`src/rtl/lcd_pattern_pkg.sv`:
```
// Shared definitions for the LCD timing/pattern generator: pattern modes, bar colours,
// line/frame length helper and the 565 colour reduction used by the format stage.
package lcd_pattern_pkg;

    typedef enum logic [1:0] {
        MODE_COLORBAR = 2'b00,
        MODE_CHECKER  = 2'b01,
        MODE_GRADIENT = 2'b10,
        MODE_SOLID    = 2'b11
    } pattern_mode_t;

    localparam logic [23:0] RGB_WHITE = 24'hFFFFFF;
    localparam logic [23:0] RGB_BLACK = 24'h000000;

    function automatic logic [23:0] bar_color(input logic [2:0] idx);
        logic [23:0] c;
        case (idx)
            3'd0:    c = RGB_WHITE;
            3'd1:    c = 24'hFFFF00;
            3'd2:    c = 24'h00FFFF;
            3'd3:    c = 24'h00FF00;
            3'd4:    c = 24'hFF00FF;
            3'd5:    c = 24'hFF0000;
            3'd6:    c = 24'h0000FF;
            default: c = RGB_BLACK;
        endcase
        return c;
    endfunction

    function automatic logic [11:0] line_total(input logic [10:0] sync_w,
                                               input logic [10:0] back_w,
                                               input logic [10:0] disp_w,
                                               input logic [10:0] front_w);
        return 12'(sync_w) + 12'(back_w) + 12'(disp_w) + 12'(front_w);
    endfunction

    // Truncate to R5G6B5, then refill the dropped LSBs with zeros or with the field's MSBs.
    function automatic logic [23:0] expand565(input logic [23:0] rgb, input logic rep);
        return {rgb[23:19], rep ? rgb[23:21] : 3'b000,
                rgb[15:10], rep ? rgb[15:14] : 2'b00,
                rgb[7:3],   rep ? rgb[7:5]   : 3'b000};
    endfunction

endpackage

```
`src/rtl/lcd_timing_core.sv`:
```
// Panel timing core: h/v counters, registered HS/VS/DE and active-area position,
// frame counter and frame strobe. Also exports the pre-register pixel state.
module lcd_timing_core
    import lcd_pattern_pkg::*;
#(
    parameter logic [10:0] H_SYNC   = 11'd1,
    parameter logic [10:0] H_BACK   = 11'd46,
    parameter logic [10:0] H_DISP   = 11'd800,
    parameter logic [10:0] H_FRONT  = 11'd210,
    parameter logic [10:0] V_SYNC   = 11'd1,
    parameter logic [10:0] V_BACK   = 11'd23,
    parameter logic [10:0] V_DISP   = 11'd480,
    parameter logic [10:0] V_FRONT  = 11'd22,
    parameter logic        SYNC_POL = 1'b0
) (
    input  logic        lcd_pclk,
    input  logic        rst_n,
    input  logic        en,
    output logic        de_c,
    output logic [10:0] x_c,
    output logic [10:0] y_c,
    output logic        first_c,
    output logic        lcd_de,
    output logic        lcd_hs,
    output logic        lcd_vs,
    output logic [10:0] pixel_xpos,
    output logic [10:0] pixel_ypos,
    output logic [15:0] frame_cnt,
    output logic        frame_start
);

    localparam logic [11:0] H_TOTAL = line_total(H_SYNC, H_BACK, H_DISP, H_FRONT);
    localparam logic [11:0] V_TOTAL = line_total(V_SYNC, V_BACK, V_DISP, V_FRONT);
    localparam logic [11:0] H_ACT   = 12'(H_SYNC) + 12'(H_BACK);
    localparam logic [11:0] H_END   = H_ACT + 12'(H_DISP);
    localparam logic [11:0] V_ACT   = 12'(V_SYNC) + 12'(V_BACK);
    localparam logic [11:0] V_END   = V_ACT + 12'(V_DISP);

    logic [11:0] h_cnt;
    logic [11:0] v_cnt;
    logic        h_last;
    logic        v_last;
    logic        h_vis;
    logic        v_vis;

    assign h_last  = (h_cnt == H_TOTAL - 12'd1);
    assign v_last  = (v_cnt == V_TOTAL - 12'd1);
    assign h_vis   = (h_cnt >= H_ACT) && (h_cnt < H_END);
    assign v_vis   = (v_cnt >= V_ACT) && (v_cnt < V_END);
    assign de_c    = h_vis && v_vis;
    assign x_c     = de_c ? 11'(h_cnt - H_ACT) : 11'd0;
    assign y_c     = de_c ? 11'(v_cnt - V_ACT) : 11'd0;
    assign first_c = (h_cnt == 12'd0) && (v_cnt == 12'd0);

    // Holding the counters at zero while disabled makes every enable start a fresh frame.
    always_ff @(posedge lcd_pclk or negedge rst_n) begin
        if (!rst_n) begin
            h_cnt <= 12'd0;
            v_cnt <= 12'd0;
        end else if (!en) begin
            h_cnt <= 12'd0;
            v_cnt <= 12'd0;
        end else if (h_last) begin
            h_cnt <= 12'd0;
            v_cnt <= v_last ? 12'd0 : v_cnt + 12'd1;
        end else begin
            h_cnt <= h_cnt + 12'd1;
        end
    end

    always_ff @(posedge lcd_pclk or negedge rst_n) begin
        if (!rst_n) begin
            lcd_de      <= 1'b0;
            lcd_hs      <= ~SYNC_POL;
            lcd_vs      <= ~SYNC_POL;
            pixel_xpos  <= 11'd0;
            pixel_ypos  <= 11'd0;
            frame_start <= 1'b0;
        end else if (!en) begin
            lcd_de      <= 1'b0;
            lcd_hs      <= ~SYNC_POL;
            lcd_vs      <= ~SYNC_POL;
            pixel_xpos  <= 11'd0;
            pixel_ypos  <= 11'd0;
            frame_start <= 1'b0;
        end else begin
            lcd_de      <= de_c;
            lcd_hs      <= (h_cnt < 12'(H_SYNC)) ? SYNC_POL : ~SYNC_POL;
            lcd_vs      <= (v_cnt < 12'(V_SYNC)) ? SYNC_POL : ~SYNC_POL;
            pixel_xpos  <= x_c;
            pixel_ypos  <= y_c;
            frame_start <= first_c;
        end
    end

    // Only a completed frame counts; an aborted frame never reaches the wrap point.
    always_ff @(posedge lcd_pclk or negedge rst_n) begin
        if (!rst_n) begin
            frame_cnt <= 16'd0;
        end else if (en && h_last && v_last) begin
            frame_cnt <= frame_cnt + 16'd1;
        end
    end

endmodule

```
`src/rtl/lcd_pattern_timing_gen.sv`:
```
// RGB-LCD timing plus test-pattern source: wraps the timing core with a per-frame
// mode latch, the colorbar/checker/gradient/solid mux and the 565/888 format stage.
module lcd_pattern_timing_gen
    import lcd_pattern_pkg::*;
#(
    parameter logic [10:0] H_SYNC   = 11'd1,
    parameter logic [10:0] H_BACK   = 11'd46,
    parameter logic [10:0] H_DISP   = 11'd800,
    parameter logic [10:0] H_FRONT  = 11'd210,
    parameter logic [10:0] V_SYNC   = 11'd1,
    parameter logic [10:0] V_BACK   = 11'd23,
    parameter logic [10:0] V_DISP   = 11'd480,
    parameter logic [10:0] V_FRONT  = 11'd22,
    parameter logic        SYNC_POL = 1'b0,
    parameter logic        FMT565   = 1'b1,
    parameter logic        PAD_REP  = 1'b0,
    parameter int          CHK_LOG2 = 4
) (
    input  logic        lcd_pclk,
    input  logic        rst_n,
    input  logic        en,
    input  logic [1:0]  mode,
    input  logic [23:0] solid_rgb,
    output logic        lcd_de,
    output logic        lcd_hs,
    output logic        lcd_vs,
    output logic [23:0] lcd_rgb,
    output logic [10:0] pixel_xpos,
    output logic [10:0] pixel_ypos,
    output logic [15:0] frame_cnt,
    output logic        frame_start
);

    localparam int          BW    = int'(H_DISP) / 8;
    localparam logic [10:0] BW_M1 = 11'(BW - 1);

    logic          de_c;
    logic          first_c;
    logic [10:0]   x_c;
    logic [10:0]   y_c;
    pattern_mode_t mode_q;
    logic [23:0]   solid_q;
    logic [10:0]   bar_w;
    logic [2:0]    bar_idx;
    logic [23:0]   pattern_rgb;
    logic [23:0]   fmt_rgb;
    logic          unused_pos;

    lcd_timing_core #(
        .H_SYNC   (H_SYNC),
        .H_BACK   (H_BACK),
        .H_DISP   (H_DISP),
        .H_FRONT  (H_FRONT),
        .V_SYNC   (V_SYNC),
        .V_BACK   (V_BACK),
        .V_DISP   (V_DISP),
        .V_FRONT  (V_FRONT),
        .SYNC_POL (SYNC_POL)
    ) u_core (
        .lcd_pclk    (lcd_pclk),
        .rst_n       (rst_n),
        .en          (en),
        .de_c        (de_c),
        .x_c         (x_c),
        .y_c         (y_c),
        .first_c     (first_c),
        .lcd_de      (lcd_de),
        .lcd_hs      (lcd_hs),
        .lcd_vs      (lcd_vs),
        .pixel_xpos  (pixel_xpos),
        .pixel_ypos  (pixel_ypos),
        .frame_cnt   (frame_cnt),
        .frame_start (frame_start)
    );

    // Pattern selection only changes at the frame origin so a frame is never mixed.
    always_ff @(posedge lcd_pclk or negedge rst_n) begin
        if (!rst_n) begin
            mode_q  <= MODE_COLORBAR;
            solid_q <= 24'd0;
        end else if (first_c) begin
            mode_q  <= pattern_mode_t'(mode);
            solid_q <= solid_rgb;
        end
    end

    // Bar index tracks the current pixel; it sticks at 7 so leftover pixels stay black.
    always_ff @(posedge lcd_pclk or negedge rst_n) begin
        if (!rst_n) begin
            bar_w   <= 11'd0;
            bar_idx <= 3'd0;
        end else if (!en || !de_c) begin
            bar_w   <= 11'd0;
            bar_idx <= 3'd0;
        end else if (bar_idx != 3'd7) begin
            if (bar_w == BW_M1) begin
                bar_w   <= 11'd0;
                bar_idx <= bar_idx + 3'd1;
            end else begin
                bar_w <= bar_w + 11'd1;
            end
        end
    end

    always_comb begin
        pattern_rgb = RGB_BLACK;
        case (mode_q)
            MODE_COLORBAR: pattern_rgb = bar_color(bar_idx);
            MODE_CHECKER:  pattern_rgb = (x_c[CHK_LOG2] ^ y_c[CHK_LOG2]) ? RGB_WHITE : RGB_BLACK;
            MODE_GRADIENT: pattern_rgb = {x_c[7:0], y_c[7:0], x_c[7:0] ^ y_c[7:0]};
            MODE_SOLID:    pattern_rgb = solid_q;
            default:       pattern_rgb = RGB_BLACK;
        endcase
    end

    assign fmt_rgb    = FMT565 ? expand565(pattern_rgb, PAD_REP) : pattern_rgb;
    assign unused_pos = ^{x_c, y_c};

    always_ff @(posedge lcd_pclk or negedge rst_n) begin
        if (!rst_n) begin
            lcd_rgb <= 24'd0;
        end else if (en && de_c) begin
            lcd_rgb <= fmt_rgb;
        end else begin
            lcd_rgb <= 24'd0;
        end
    end

endmodule
```
`config.mk`:
```
export PLATFORM = sky130hd
export DESIGN_NAME = lcd_pattern_timing_gen
export DESIGN_NICKNAME = d
export VERILOG_FILES = /design/src/rtl/lcd_pattern_pkg.sv /design/src/rtl/lcd_timing_core.sv /design/src/rtl/lcd_pattern_timing_gen.sv
export SDC_FILE = /design/constraint.sdc
export NUM_CORES = 1
export LEC_CHECK = 0
export ABC_AREA = 1
export ABC_CLOCK_PERIOD_IN_PS = 3700
export CORE_MARGIN = 2
export CORE_UTILIZATION = 50
export DETAILED_ROUTE_END_ITERATION = 16
export PLACE_DENSITY_LB_ADDON = 0.08
export SYNTH_ARGS = -nofsm -noshare
export SYNTH_HDL_FRONTEND = slang
export SYNTH_SLANG_ARGS = --single-unit
```
`constraint.sdc`:
```
create_clock -name lcd_pclk -period 3.7 [get_ports lcd_pclk]
set_input_delay 0.925 -clock lcd_pclk [delete_from_list [all_inputs] [get_ports lcd_pclk]]
set_output_delay 0.925 -clock lcd_pclk [all_outputs]
set_load 0.02 [all_outputs]
```
# ---- Yosys cells after proc, flatten, opt, wreduce, memory -nomap -nowiden
# Index checks and enable logic that the tools add are counted.
dict set report word_totals {
  latchBits 0
  mem_bits_rw 0
  romBits 0
  wordCells 85
  mem_count 0
  output_inout_bits 66
  register_bits 130
  in_bits 29
}
dict set report op_classes {
  mux 25
  order_cmp 6
  n_div 0
  shift 0
  bitwise_logic 2
  n_reduce_logical 17
  multipliers 0
  eq_ne 14
  addsub 7
}
# op count
set op_table {}
lappend op_table {{one-hot mux 24 bit (7 select lines)} 1}
lappend op_table {{one-hot mux 24 bit (4 select lines)} 1}
lappend op_table {{two-way mux 11 bit} 7}
lappend op_table {{two-way mux 12 bit} 5}
lappend op_table {{two-way mux 24 bit} 2}
lappend op_table {{adder 12 x 1 -> 12 bit, second input constant} 2}
lappend op_table {{zero test 12 bit} 2}
lappend op_table {{< comparator 12 x 1 -> 1 bit, second input constant} 2}
lappend op_table {{adder 16 x 1 -> 16 bit, second input constant} 1}
lappend op_table {{== test 12 x 10 -> 1 bit, second input constant} 1}
lappend op_table {{== test 12 x 11 -> 1 bit, second input constant} 1}
lappend op_table {{greater-or-equal comparator 12 x 5 -> 1 bit, second input constant} 1}
lappend op_table {{greater-or-equal comparator 12 x 6 -> 1 bit, second input constant} 1}
lappend op_table {{< comparator 12 x 10 -> 1 bit, second input constant} 1}
lappend op_table {{< comparator 12 x 9 -> 1 bit, second input constant} 1}
lappend op_table {{adder 11 x 1 -> 11 bit, second input constant} 1}
lappend op_table {{== test 11 x 7 -> 1 bit, second input constant} 1}
lappend op_table {{subtractor 11 x 5 -> 11 bit, second input constant} 1}
lappend op_table {{subtractor 11 x 6 -> 11 bit, second input constant} 1}
lappend op_table {{== test 3 bit, second input constant} 3}
lappend op_table {{two-way mux 3 bit} 3}
lappend op_table {{bitwise XOR 8 bit} 1}
lappend op_table {{logical AND 1 bit} 7}
lappend op_table {{== test 3 x 2 -> 1 bit, second input constant} 2}
lappend op_table {{14 further kinds} 22}

# ---- Longest topological paths before layout
dict set report logic_depth {
  ltp_word 8
  depth_mapped 13
}

# ---- Cells and area by module
# A second synthesis with hierarchy kept.
dict set report unflattened {
  cells_unflattened 797
  hier_area_um2 6321.1
}
# module seq_area_each_um2 cells_each area_per_inst_um2 instances
set modules_own_cells {}
lappend modules_own_cells {lcd_timing_core 1654.1 488 3757.4 1}
lappend modules_own_cells {lcd_pattern_timing_gen 1201.2 309 2563.7 1}

# ---- Least setup slack after synthesis
# No wires, ideal clock.
dict set report synth_timing {
  path_type {in2reg}
  startpoint {input en}
  endpoint {register u_core.frame_cnt[12]}
  t_arrival_ps 1890
  stages 9
  slack_ps 1692
  path_buffers 0
  path_cell_list {inv_1 -> nor2_1 -> nand2_1 -> nor2_2 -> nand2_1 -> nor2_2 -> nand3_1 -> nand2_1 -> nand2_1}
}
dict set report synth_between {
  elab_chain_cells 2
}
# element line
set synth_rtl {}
lappend synth_rtl {{start: declaration} lcd_pattern_timing_gen.sv:21} ;# input logic en,
lappend synth_rtl {{logical AND 1 bit (2 in a row)} lcd_timing_core.sv:100} ;# end else if (en && h_last && v_last) begin
lappend synth_rtl {{end signal: assignment} lcd_timing_core.sv:101} ;# frame_cnt <= frame_cnt + 16'd1;
lappend synth_rtl {{end: declaration} lcd_timing_core.sv:28} ;# output logic [15:0] frame_cnt,
# No other way between the ends.
# A chain may end at the register's enable or synchronous reset.

# ---- Worst setup path in the final report
dict set report layout_timing {
  startpoint {register u_core.v_cnt[8]}
  endpoint {register bar_w[6]}
}
dict set report layout_between {
  elab_chain_cells 6
  elab_cells_between_ends 8
}
# element line
set layout_rtl {}
lappend layout_rtl {{start: declaration} lcd_timing_core.sv:40} ;# logic [11:0] v_cnt;
lappend layout_rtl {{start signal: assignment} lcd_timing_core.sv:65} ;# v_cnt <= v_last ? 12'd0 : v_cnt + 12'd1;
lappend layout_rtl {{greater-or-equal comparator 12 x 5 -> 1 bit / < comparator 12 x 9 -> 1 bit (equally long branches)} lcd_timing_core.sv:49} ;# assign v_vis = (v_cnt >= V_ACT) && (v_cnt < V_END);
lappend layout_rtl {{logical AND 1 bit (*)} lcd_timing_core.sv:49}
lappend layout_rtl {{logical AND 1 bit (*)} lcd_timing_core.sv:50} ;# assign de_c = h_vis && v_vis;
lappend layout_rtl {{zero test 1 bit (*)} lcd_pattern_timing_gen.sv:92} ;# end else if (!en || !de_c) begin
lappend layout_rtl {{logical OR 1 bit (*)} lcd_pattern_timing_gen.sv:92}
lappend layout_rtl {{two-way mux 11 bit / nonzero test 2 bit (equally long branches)} --}
lappend layout_rtl {{end signal: assignment} lcd_pattern_timing_gen.sv:100} ;# bar_w <= bar_w + 11'd1;
lappend layout_rtl {{end: declaration} lcd_pattern_timing_gen.sv:43} ;# logic [10:0] bar_w;
# Every way passes the cells marked *; elsewhere a longest branch is shown, timed or not.

==> summary.md <==
| Metric | Value |
|---|---|
| Status | finished, final reports clean |
| Post-DP HPWL | 9240 um |
| Worst hold slack after final layout | 0.511 ns |
| First-pass GRT wire length | 21800 um |
| Max-slew violations | 0 |
| Leakage | 3.37 nW |
| Clock tree from TritonCTS | yes |
| Post-synth EDFFs | 0 |
| Nets | 786 |
| Type of origin of the critical path | flop |
| Yosys warning count | 0 |
| Reg2Reg Capture Point | bar_w[6]$_DFFE_PN0P_ |
| Cell area after layout | 7180 um^2 |
| Fillers | 934 |
| Worst path setup slack after routing | 1.08 ns |
| Type of the worst setup path | reg2reg |
| Cells after Synth | 656 |
| Total power per unit cell area | 437 nW/um^2 |
| Worst min-delay path startpoint | solid_q[4]$_DFFE_PN0P_ |
| Initial antenna violation count | 0 |
| Startpoint of the worst register-to-register path | u_core.v_cnt[8]$_DFFE_PN0P_ |
| Data arrival time at the worst-slack endpoint | 2.95 ns |
| Post-Synthesis Cell Area | 5750 um^2 |
| Total of hold buffers inserted after clock tree synthesis | 0 |
| FMAX | 381 MHz |
| First-pass iteration count of the detailed router | 5 |
| H-tree levels | 4 |
| Area Growth Syn to Fin | 24.9% |
| Number of DRC markers in iteration 0 | 377 |
| Placed inst area | 6640 um^2 |
| Total instance count after detailed placement | 867 |
| Clock tree root buffer cell | sky130_fd_sc_hd__clkbuf_16 |
| Final Util | 63.5% |
| Clk Latency, worst-skew pair | 0.42 ns |
| Via count of the first global-routing pass | 4517 |
| Floorplan Core Area | 11300 um^2 |
| Fraction of layout cells with a size suffix above 1 | 9.92% |
| Required time worst endpoint | 4.03 ns |
| Total number of vias | 4638 |
| Share of synthesized area occupied by flip-flops and latches | 49.7% |
| Worst hold path type | reg2reg |
| Total global routing overflow | 0 |
| Input/output buffers | 78 |
| Number of cells in the finished layout apart from fillers | 899 |
| Setup crit end kind | flop |
| Routed Antenna Nets | 0 |
| Number of DRC violations after detailed routing | 0 |
| Number of gates resized after CTS | 0 |
| Number of sinks handled by clock tree synthesis | 114 |
| Total negative slack | 0 ns |
| Overall die area | 12400 um^2 |
| Top flip-flop cell by instance count after synthesis | sky130_fd_sc_hd__dfrtp_1 |
| Ratio of final minimum period to clock period | 70.9% |
| Register-to-register path setup slack | 1.08 ns |
| I/O pin count | 95 |
| Clock-pin slew on the worst setup and hold paths | 0.05 ns |
| Depth of the worst register-to-register path | 9 |
| Hold-critical path endpoint | solid_q[4]$_DFFE_PN0P_ |
| Share of flip-flops with an asynchronous set or reset | 100% |
| Number of buffers inserted by post-CTS setup repair | 0 |
| Die Span X | 111 um |
| Pin count of the biggest net entering global routing | 62 |
| Synthesized area per cell | 8.77 um^2 |
| Maximum cell stage delay along the critical path | 0.57 ns |
| RSZ-0062 raised after global routing | no |
| Most common cell after layout, fill and taps aside | sky130_fd_sc_hd__nand2_1 |
| Combined area of the multi-input logic cells | 2520 um^2 |
| Final weighted congestion in routability-driven placement | 0.917 |
| Count of antenna diodes in the layout | 0 |
| Number of placement rows | 39 |
| Routed wire length per instance | 14.3 um |
| Critical path cell sequence | inv_2 > nand2_1 > nor2_1 > nand4_1 > nand4_1 > inv_1 > o21ai_0 > nand2_1 > a21oi_1 |
| Final routed wirelength across all metal layers | 12900 um |
| Most frequent cells in the layout | sky130_fd_sc_hd__nand2_1, sky130_fd_sc_hd__dfrtp_1, sky130_fd_sc_hd__nor2_1 |
| Total area of sequential cells | 2860 um^2 |
| Effective utilization at floorplan | 50.8% |
| Die Span Y | 111 um |
| Number of instances on the worst hold path | 1 |
| Number of maximum-capacitance violations | 0 |
| Aggregate global-route resource usage | 22.2% |
| Distinct cells, synth | 47 |
| Power, Total | 3.14 mW |
| Worst Path Buf+Inv | 2 |
| Flops & latches, synth | 114 |
| Setup clock skew after layout | 0.0109 ns |
| Slew Limit Headroom | 45.9% |
| DR vias/cell | 5.16 |
| Family of cells with the greatest summed delay on the critical path | simple AND/OR/NAND/NOR gates |
| Maximum ir drop on the vdd rail | 391 uV |
| Number of buffers created by CTS | 17 |
| CTS Buffer Depth | 2 |
| Placement-stage worst setup slack | 0.712 ns |
| Highest-delay cell along the critical path | sky130_fd_sc_hd__nand4_1 |
| Transition time at the pin with the least slew margin | 0.808 ns |
| Number of failing setup endpoints in the final timing report | 0 |
| Minimum period implied by the final worst setup slack | 2.62 ns |
| Count of final hold-check violations | 0 |
| Maximum fanout along the worst path | 13 |
==> report_power, final <==
group / internal (mW) / switching, mW / total (mW)
combinational: 0.138 / 0.177 / 0.314
sequential: 1.31 / 0.0482 / 1.36
clock: 0.937 / 0.530 / 1.47
total: 2.39 / 0.755 / 3.14
==> cells by family (layout without fill, tap and decap cells) <==
logic type / count (synthesis) / in the layout / share of synthesized area [%]
DFF: 114 / 114 / 49.7
other: 1 / 9 / 0.0652
xor gates and xnor gates: 29 / 29 / 4.42
AOI/OAI and AO/OA: 76 / 76 / 7.75
buffers and inverters: 96 / 188 / 7.09
adders and majority gates: 14 / 14 / 3.05
muxes: 19 / 19 / 3.72
and+or+nand+nor: 307 / 307 / 24.3
==> cells in the mapped netlist, types with 5 or more instances <==
| cell type | count | share of area, % |
|---|---|---|
| sky130_fd_sc_hd__a21oi_1 | 26 | 2.3 |
| sky130_fd_sc_hd__a31oi_1 | 5 | 0.54 |
| sky130_fd_sc_hd__buf_2 | 5 | 0.44 |
| sky130_fd_sc_hd__buf_4 | 9 | 1.2 |
| sky130_fd_sc_hd__dfrtp_1 | 112 | 49 |
| sky130_fd_sc_hd__ha_1 | 14 | 3.0 |
| sky130_fd_sc_hd__inv_1 | 69 | 4.5 |
| sky130_fd_sc_hd__inv_2 | 6 | 0.39 |
| sky130_fd_sc_hd__mux2_2 | 19 | 3.7 |
| sky130_fd_sc_hd__nand2_1 | 114 | 7.4 |
| sky130_fd_sc_hd__nand3_1 | 48 | 4.2 |
| sky130_fd_sc_hd__nand4_1 | 14 | 1.5 |
| sky130_fd_sc_hd__nor2_1 | 86 | 5.6 |
| sky130_fd_sc_hd__nor2_2 | 7 | 0.76 |
| sky130_fd_sc_hd__nor3_1 | 21 | 1.8 |
| sky130_fd_sc_hd__o21ai_0 | 22 | 1.9 |
| sky130_fd_sc_hd__o22ai_1 | 8 | 0.87 |
| sky130_fd_sc_hd__xnor2_1 | 9 | 1.4 |
| sky130_fd_sc_hd__xor2_1 | 20 | 3.0 |
==> flip-flops by register name, indices dropped and copies added, names as in the netlist, 2 cells and up <==
signal / flops
u_core.pixel_ypos: 11
u_core.h_cnt: 12
u_core.frame_cnt: 16
lcd_rgb: 16
u_core.v_cnt: 12
mode_q: 2
bar_w: 11
solid_q: 16
bar_idx: 3
u_core.pixel_xpos: 11
==> area by class of cell <==
cell class / count / share of cell area [%]
sequential: 114 / 39.7
multi-input combinational: 454 / 35.0
clock buffer: 27 / 7.14
inverter: 76 / 3.97
tap: 143 / 2.49
timing repair buffer: 80 / 11.2
clock inverter: 5 / 0.383
==> per-layer routing <==
metal / routed length, um / track usage, %
met5: 0 / 0
met4: 409 / 10.5
met3: 603 / 6.56
met2: 5830 / 33.1
met1: 6030 / 29.9
==> worst max-delay path by stage <==
stage	to	slack (ns)	cells after the start	start
global route	bar_w[6]$_DFFE_PN0P_	0.85	9	u_core.v_cnt[8]$_DFFE_PN0P_
CTS	bar_w[6]$_DFFE_PN0P_	1.14	9	u_core.v_cnt[8]$_DFFE_PN0P_
floorplan	u_core.frame_cnt[12]$_DFFE_PN0P_	1.69	9	en
finish	bar_w[6]$_DFFE_PN0P_	1.08	9	u_core.v_cnt[8]$_DFFE_PN0P_
detailed placement	u_core.frame_cnt[12]$_DFFE_PN0P_	0.71	10	en
global placement	u_core.frame_cnt[12]$_DFFE_PN0P_	0.73	10	en
No activity file was read; power rests on OpenSTA's default activity.
